$ cat config.mk
export PLATFORM = sky130hd
export DESIGN_NAME = rst_ctrl
export DESIGN_NICKNAME = d
export VERILOG_FILES = /design/src/rtl/rst_ctrl.sv
export SDC_FILE = /design/constraint.sdc
export NUM_CORES = 1
export LEC_CHECK = 0
export ABC_CLOCK_PERIOD_IN_PS = 2200
export BUFFER_PORTS_ARGS = -buffer_cell sky130_fd_sc_hd__buf_4
export CAP_MARGIN = 25
export CORE_ASPECT_RATIO = 0.8
export CORE_MARGIN = 3
export CORE_UTILIZATION = 51
export DETAILED_ROUTE_END_ITERATION = 6
export PLACE_DENSITY = 0.79
export SLEW_MARGIN = 40
export SYNTH_ARGS = -nofsm -noshare
export SYNTH_HDL_FRONTEND = slang
export SYNTH_SLANG_ARGS = --single-unit
$ cat constraint.sdc
create_clock -name CLK -period 2.2 [get_ports CLK]
set_input_delay 0.66 -clock CLK [delete_from_list [all_inputs] [get_ports CLK]]
set_output_delay 0.66 -clock CLK [all_outputs]
set_load 0.05 [all_outputs]
$ cat src/rtl/rst_ctrl.sv
// Reset sequencer: waits for PLL lock, debounces the pushbutton, sequences PORESETn/SYSRESETn
// and services CPU warm-reset requests, reporting the cause of the last reset.
module rst_ctrl #(
  parameter int unsigned LOCK_CYCLES     = 64,
  parameter int unsigned POR_CYCLES      = 256,
  parameter int unsigned SYS_CYCLES      = 16,
  parameter int unsigned DEBOUNCE_CYCLES = 1024,
  parameter bit          LOCKUP_RST      = 1'b1
) (
  input  logic       CLK,
  input  logic       RESET,
  input  logic       PLL_LOCKED,
  input  logic       BTN,
  input  logic       SYSRESETREQ,
  input  logic       LOCKUP,
  output logic       PORESETn,
  output logic       SYSRESETn,
  output logic [4:0] RST_CAUSE
);

  localparam int unsigned CntMax0 = (LOCK_CYCLES > POR_CYCLES) ? LOCK_CYCLES : POR_CYCLES;
  localparam int unsigned CntMax  = (CntMax0 > SYS_CYCLES) ? CntMax0 : SYS_CYCLES;
  localparam int unsigned CntW    = $clog2(CntMax + 1);
  localparam int unsigned DebW    = $clog2(DEBOUNCE_CYCLES + 1);

  localparam logic [CntW-1:0] LockLast = CntW'(LOCK_CYCLES - 1);
  localparam logic [CntW-1:0] PorLast  = CntW'(POR_CYCLES - 1);
  localparam logic [CntW-1:0] SysLast  = CntW'(SYS_CYCLES - 1);
  localparam logic [DebW-1:0] DebLast  = DebW'(DEBOUNCE_CYCLES - 1);

  localparam logic [4:0] CausePin    = 5'b00001;
  localparam logic [4:0] CauseBtn    = 5'b00010;
  localparam logic [4:0] CausePll    = 5'b00100;
  localparam logic [4:0] CauseSysReq = 5'b01000;
  localparam logic [4:0] CauseLockup = 5'b10000;

  typedef enum logic [2:0] {
    StLockWait,
    StPorHold,
    StSysHold,
    StRun,
    StWarm
  } state_e;

  // Two-flop synchronizers for the asynchronous inputs
  logic lock_meta_q, lock_s;
  logic btn_meta_q, btn_s;

  always_ff @(posedge CLK or posedge RESET) begin
    if (RESET) begin
      lock_meta_q <= 1'b0;
      lock_s      <= 1'b0;
      btn_meta_q  <= 1'b0;
      btn_s       <= 1'b0;
    end else begin
      lock_meta_q <= PLL_LOCKED;
      lock_s      <= lock_meta_q;
      btn_meta_q  <= BTN;
      btn_s       <= btn_meta_q;
    end
  end

  // Debouncer: level flips after DEBOUNCE_CYCLES consecutive cycles of disagreement
  logic            deb_q, deb_d;
  logic [DebW-1:0] deb_cnt_q, deb_cnt_d;
  logic            btn_evt_q, btn_evt_d;

  always_comb begin
    deb_d     = deb_q;
    deb_cnt_d = '0;
    btn_evt_d = 1'b0;
    if (btn_s != deb_q) begin
      if (deb_cnt_q == DebLast) begin
        deb_d     = ~deb_q;
        btn_evt_d = ~deb_q;
      end else begin
        deb_cnt_d = deb_cnt_q + 1'b1;
      end
    end
  end

  always_ff @(posedge CLK or posedge RESET) begin
    if (RESET) begin
      deb_q     <= 1'b0;
      deb_cnt_q <= '0;
      btn_evt_q <= 1'b0;
    end else begin
      deb_q     <= deb_d;
      deb_cnt_q <= deb_cnt_d;
      btn_evt_q <= btn_evt_d;
    end
  end

  state_e          state_q, state_d;
  logic [CntW-1:0] cnt_q, cnt_d;
  logic            por_n_q, por_n_d;
  logic            sys_n_q, sys_n_d;
  logic [4:0]      cause_q, cause_d;
  logic            lockup_req;
  logic            warm_hold;

  assign lockup_req = LOCKUP && LOCKUP_RST;
  assign warm_hold  = SYSRESETREQ || lockup_req;

  always_comb begin
    state_d = state_q;
    cnt_d   = cnt_q;
    por_n_d = por_n_q;
    sys_n_d = sys_n_q;
    cause_d = cause_q;

    if (state_q != StLockWait && !lock_s) begin
      state_d = StLockWait;
      cnt_d   = '0;
      por_n_d = 1'b0;
      sys_n_d = 1'b0;
      cause_d = CausePll;
    end else if (btn_evt_q && (state_q inside {StSysHold, StRun, StWarm})) begin
      state_d = StPorHold;
      cnt_d   = '0;
      por_n_d = 1'b0;
      sys_n_d = 1'b0;
      cause_d = CauseBtn;
    end else begin
      unique case (state_q)
        StLockWait: begin
          if (!lock_s) begin
            cnt_d = '0;
          end else if (cnt_q == LockLast) begin
            state_d = StPorHold;
            cnt_d   = '0;
          end else begin
            cnt_d = cnt_q + 1'b1;
          end
        end
        StPorHold: begin
          // Counter saturates so a held button extends the hold indefinitely
          if (cnt_q != PorLast) begin
            cnt_d = cnt_q + 1'b1;
          end else if (!deb_q) begin
            state_d = StSysHold;
            cnt_d   = '0;
            por_n_d = 1'b1;
          end
        end
        StSysHold: begin
          if (cnt_q == SysLast) begin
            state_d = StRun;
            cnt_d   = '0;
            sys_n_d = 1'b1;
          end else begin
            cnt_d = cnt_q + 1'b1;
          end
        end
        StRun: begin
          if (lockup_req) begin
            state_d = StWarm;
            cnt_d   = '0;
            sys_n_d = 1'b0;
            cause_d = CauseLockup;
          end else if (SYSRESETREQ) begin
            state_d = StWarm;
            cnt_d   = '0;
            sys_n_d = 1'b0;
            cause_d = CauseSysReq;
          end
        end
        StWarm: begin
          if (cnt_q != SysLast) begin
            cnt_d = cnt_q + 1'b1;
          end else if (!warm_hold) begin
            state_d = StRun;
            cnt_d   = '0;
            sys_n_d = 1'b1;
          end
        end
        default: begin
          state_d = StLockWait;
          cnt_d   = '0;
          por_n_d = 1'b0;
          sys_n_d = 1'b0;
        end
      endcase
    end
  end

  always_ff @(posedge CLK or posedge RESET) begin
    if (RESET) begin
      state_q <= StLockWait;
      cnt_q   <= '0;
      por_n_q <= 1'b0;
      sys_n_q <= 1'b0;
      cause_q <= CausePin;
    end else begin
      state_q <= state_d;
      cnt_q   <= cnt_d;
      por_n_q <= por_n_d;
      sys_n_q <= sys_n_d;
      cause_q <= cause_d;
    end
  end

  assign PORESETn  = por_n_q;
  assign SYSRESETn = sys_n_q;
  assign RST_CAUSE = cause_q;

endmodule

Yosys cells after proc, flatten, opt, wreduce, memory -nomap -nowiden
Index checks and enable logic that the tools add are counted.

Flip-flop bits (word level): 36. Bits in latches: 0. Bits in writable memories: 0. Memory bits (read-only): 0. Bits of input ports: 6. Logic and storage cells: 100. Memories: 0.

Add/sub/neg operators: 2. $mul: 0. Divide/modulo/power cells: 0. $lt $le $gt $ge: 0. Equal/unequal tests: 22. Shift-type cells: 0. Mux-type cells: 46. Bitwise logic cells: 1. Reduce and logical (&&, ||, !) cells: 17.

Operator list (count): 9-bit two-way mux (11); 9-bit case mux with 5 select lines (1); 3-bit two-way mux (11); 5-bit two-way mux (5); 11-bit two-way mux (2); 4-bit inequality test (second input constant) (5); 3-bit case mux with 5 select lines (1); 1-bit two-way mux (13); 11-bit by 1-bit adder with 11-bit output (second input constant) (1); 11-bit by 10-bit == test with 1-bit output (second input constant) (1); 9-bit by 1-bit adder with 9-bit output (second input constant) (1); 9-bit by 4-bit == test with 1-bit output (second input constant) (1); 9-bit by 6-bit == test with 1-bit output (second input constant) (1); 9-bit by 4-bit inequality test with 1-bit output (second input constant) (1); 9-bit by 8-bit inequality test with 1-bit output (second input constant) (1); 3-bit nonzero test (3); 8-bit AND reduction (1); 3-bit by 2-bit == test with 1-bit output (second input constant) (2); 3-bit by 1-bit inequality test with 1-bit output (second input constant) (2); 3-bit AND reduction (2); 5-bit by 3-bit inequality test with 1-bit output (second input constant) (1); 5-bit by 4-bit inequality test with 1-bit output (second input constant) (1); 5-bit inequality test (second input constant) (1); 5-bit AND reduction (1); other kinds (16) (18).

Depth between registers and ports, before layout
Depth in word-level cells: 6. Gate-level depth with buffers: 11.

Least setup slack after synthesis
Ideal clock, no wire load.

Path type: flip-flop to flip-flop. Start: register cnt_q[0]. End: register cnt_q[7]. Setup time: 0.122 ns. Data arrival time: 1.825 ns. Required time: 2.078 ns. Setup slack: 0.254 ns. Cell stages (with the launch flop): 11. Path buffers: 0. Clock period less this slack: 1.946 ns. Cell sequence: dfrtp_1 > ha_1 > nand3_1 > nor2_1 > nand3_1 > inv_1 > ha_1 > nand4_1 > o211ai_4 > o21ai_1 > a32o_1.

Word-level cells in the longest chain between the ends: 6. Elaborated cells between the ends (all ways): 16. Those cells by class: add/sub: 1; eq/ne: 6; mux: 8; reduce/logical: 1.

RTL lines: start, declared (RTL line 95) `logic [CntW-1:0] cnt_q, cnt_d;`; start signal, assigned (RTL line 196) `cnt_q <= cnt_d;`; 9-bit by 1-bit adder with 9-bit output / 9-bit by 6-bit == test with 1-bit output (equally long branches); 9-bit two-way mux (RTL line 129) `end else if (cnt_q == LockLast) begin`; 9-bit two-way mux (RTL line 127) `if (!lock_s) begin`; 9-bit case mux with 5 select lines (RTL line 125) `unique case (state_q)`; 9-bit two-way mux (RTL line 118) `end else if (btn_evt_q && (state_q inside {StSysHold, StRun, StWarm})) begin`; 9-bit two-way mux (RTL line 112) `if (state_q != StLockWait && !lock_s) begin`.

Parallel ways exist; a longest one is shown, timed or not. A chain may end at the register's enable or synchronous reset.

Final worst setup path
Same ends and word-level chain as after synthesis.

==> summary.txt <==
Run status
  – Outcome: finished clean

Drt
  – Detailed Routing Iterations Pass 1: 4
  – DR vias/cell: 5.70
  – DRT antenna net count: 0
  – WL per Instance: 14.4 um
  – DRC: 0
  – Via count: 1606
  – Initial drt markers: 157
  – WL final: 4070 um

Place
  – Routability-driven placement congestion ratio: 0.877
  – Post-Place Setup Slack: 0.0869 ns
  – Inst Count DP: 271
  – Number of port buffers: 12
  – Placed cell areas: 2180 sq um
  – Hpwl dp: 2940 um

Worst hold path
  – Hold WC Path Type: reg2reg
  – WHS Path Cells: 0

Timing
  – Final Setup Violations: 0
  – Tcrit/Tclk final: 0.934
  – Final Critical Period: 2.05 ns
  – Slew margin rel.: 0.653
  – Clock Skew: 0.00317 ns
  – Final Hold Viols: 0
  – Fmax: 0.487 GHz
  – Slew Viols, Final: 0
  – Worst Tran Pin Value: 0.520 ns
  – Final WS setup: 0.146 ns
  – Setup TNS: 0 ns

Finish
  – FF+latch area: 902 sq um
  – Layout cells sized above 1: 0.235
  – Area of the multi-input gates: 1000 sq um
  – Final-stage net count: 239
  – Layout area overhead: 15.8%
  – Final non-filler cell total: 282
  – Number of antenna diodes: 0
  – Finished Cell Area: 2320 sq um
  – Fill cells: 289

Power
  – Peak supply drop: 0.437 mV
  – PD cells: 612 nW/um^2
  – Static Leak: 1.03 nW

CTS
  – Skew-Pair Late Insertion Delay: 0.28 ns
  – CTS buffer count: 5
  – Root Buffer: clkbuf_8
  – CTS max path bufs: 2
  – Clock Sinks: 36
  – # H-tree levels: 2
  – Worst-path clk slew: 0.07 ns
  – TritonCTS clock tree: done

Floorplan
  – Chip Width: 76.1 um
  – Die area: 4720 sq um
  – Site row count: 19
  – Initial Util: 0.558
  – Die height: 62.1 um
  – I/O pin total: 13
  – Core area: 3590 sq um

Global routing
  – Largest net degree at the start of global routing: 37
  – Total GRT Usage: 0.189
  – Vias in the first global route: 1475
  – First-pass GRT wire length: 6860 um
  – Grt ovf: 0
  – Initial antenna violation count: 0

Critical path
  – CP endpoint kind: flop
  – Data required time at the worst endpoint: 2.37 ns
  – Arrival @ worst endpoint: 2.23 ns
  – Reg2reg path depth: 10
  – Worst setup SP type: flop
  – Crit Path Max Fanout: 5
  – Setup CP Type: reg2reg

Yosys
  – Synthesis-stage register bit count: 36
  – Most frequent cell after synthesis: dfrtp_1
  – Post-synth top area share: 0.437
  – YS warnings: 0
  – Syn Nets: 215
  – Largest area contributor in the netlist: dfrtp_1
  – Predominant post-synthesis flop cell: dfrtp_1
  – Sequential share of the synthesized area: 0.450
  – Mapped Cells: 205
  – Most frequent cells after synthesis: 35 x dfrtp_1, 25 x nor2_1, 15 x nand2_1
  – Mean Syn Cell Area: 9.77 sq um
  – Post-synth ARST share: 1.00
  – Count of cell types in the netlist: 61
  – Post-synth EDFFs: 0
  – Synthesized area: 2000 sq um
  – Top cells by area, synth: dfrtp_1 44%, nor2_1 4.7%, nand2_1 2.8%

Run
  – Number of max-cap violations: 0
-- report_power, final --
part	leakage [nW]	switching (mW)	internal [mW]	total, mW
Clock	0.0552	0.225	0.336	0.561
Combinational	0.496	0.0638	0.0545	0.118
Sequential	0.478	0.0427	0.697	0.740
Total	1.03	0.331	1.09	1.42
-- what timing repair did --
item                                   CTS  global route
hold buffers                             0             0
buffers inserted                         0             3
endpoints found under the hold margin    0             0
setup endpoints to repair                0             7
resized for setup                        0             3
-- state kept, by name, indices dropped and copies added, names as in the netlist --
signal and cells:
btn_s 1, btn_evt_q 1, lock_s 1, lock_meta_q 1
deb_q 1, deb_cnt_q 11, cnt_q 9, btn_meta_q 1
SYSRESETn 1, state_q 3, PORESETn 1, RST_CAUSE 5
-- per-layer routing --
metal / routed length (um) / GRT usage / vias to the layer above
met5: 0 / 0 / -
met4: 56 / 0.0775 / 0
met3: 208 / 0.0432 / 8
met2: 1830 / 0.314 / 45
met1: 1980 / 0.247 / 773
li1: - / - / 780
-- stage by stage --
stage | util | hold WS [ns] | total power, mW
global placement | 0.608 | 0.334 | 0.858
global route | 0.646 | 0.358 | 1.49
CTS | 0.638 | 0.350 | 1.43
detailed placement | 0.608 | 0.335 | 0.866
floorplan | - | 0.331 | 0.825
finish | 0.646 | 0.349 | 1.42
-- kinds of logic (layout without fill, tap and decap cells) --
group | Yosys count | count (layout) | synth area share
and+or+nand+nor | 88 | 88 | 0.240
xor gates and xnor gates | 10 | 10 | 0.0475
DFF | 36 | 36 | 0.450
AOI/OAI and AO/OA | 40 | 40 | 0.164
adders and majority gates | 5 | 5 | 0.0300
muxes | 3 | 3 | 0.0162
buffers and inverters | 23 | 48 | 0.0518
-- cells in the final DEF (no fill, tap or decap), drive strengths merged, types with 2 or more instances in the layout --
master	netlist	final
or3	3	3
o21ai	9	9
nand2	16	16
xor2	4	4
a32oi	3	3
dfrtp	35	35
nand2b	3	3
and3	6	6
a22o	2	2
o32ai	2	2
nor3	3	3
a22oi	2	2
a21oi	4	4
ha	4	4
o221ai	2	2
o22ai	3	3
a31oi	4	4
nor2	26	26
nand4	5	5
xnor2	6	6
buf	5	24
clkbuf	2	6
nor2b	2	2
inv	16	16
o31ai	2	2
mux2	2	2
or2	2	2
nand3	10	10
a32o	3	3
and2	5	5
-- cell type report --
cell class,instances,share of cell area
clock inverter,2,0.0151
multi-input combinational,146,0.433
tap,52,0.0280
sequential,36,0.389
clock buffer,6,0.0313
timing repair buffer,24,0.0777
inverter,16,0.0259
-- worst max-delay path, cell delays in order (launching register included) --
cell      delay, ns
dfrtp_1        0.40
ha_2           0.23
nand3_1        0.13
nor2_2         0.12
nand3_1        0.11
inv_1          0.08
ha_2           0.18
nand4_1        0.17
o211ai_4       0.17
o21ai_1        0.10
a32o_1         0.25
-- final timing paths --
check                                      start                  endpoint  slack (ns)
setup / recovery            cnt_q[0]$_DFFE_PP0P_      cnt_q[7]$_DFFE_PP0P_        0.15
hold / removal             lock_meta_q$_DFF_PP0_          lock_s$_DFF_PP0_        0.35
setup reg to reg            cnt_q[0]$_DFFE_PP0P_      cnt_q[7]$_DFFE_PP0P_        0.15
hold reg to reg            lock_meta_q$_DFF_PP0_          lock_s$_DFF_PP0_        0.35
max in group asynchronous                  RESET  RST_CAUSE[0]$_DFFE_PP1P_        1.39
min in group asynchronous                  RESET      btn_meta_q$_DFF_PP0_        0.47
No activity file was read; power rests on OpenSTA's default activity.
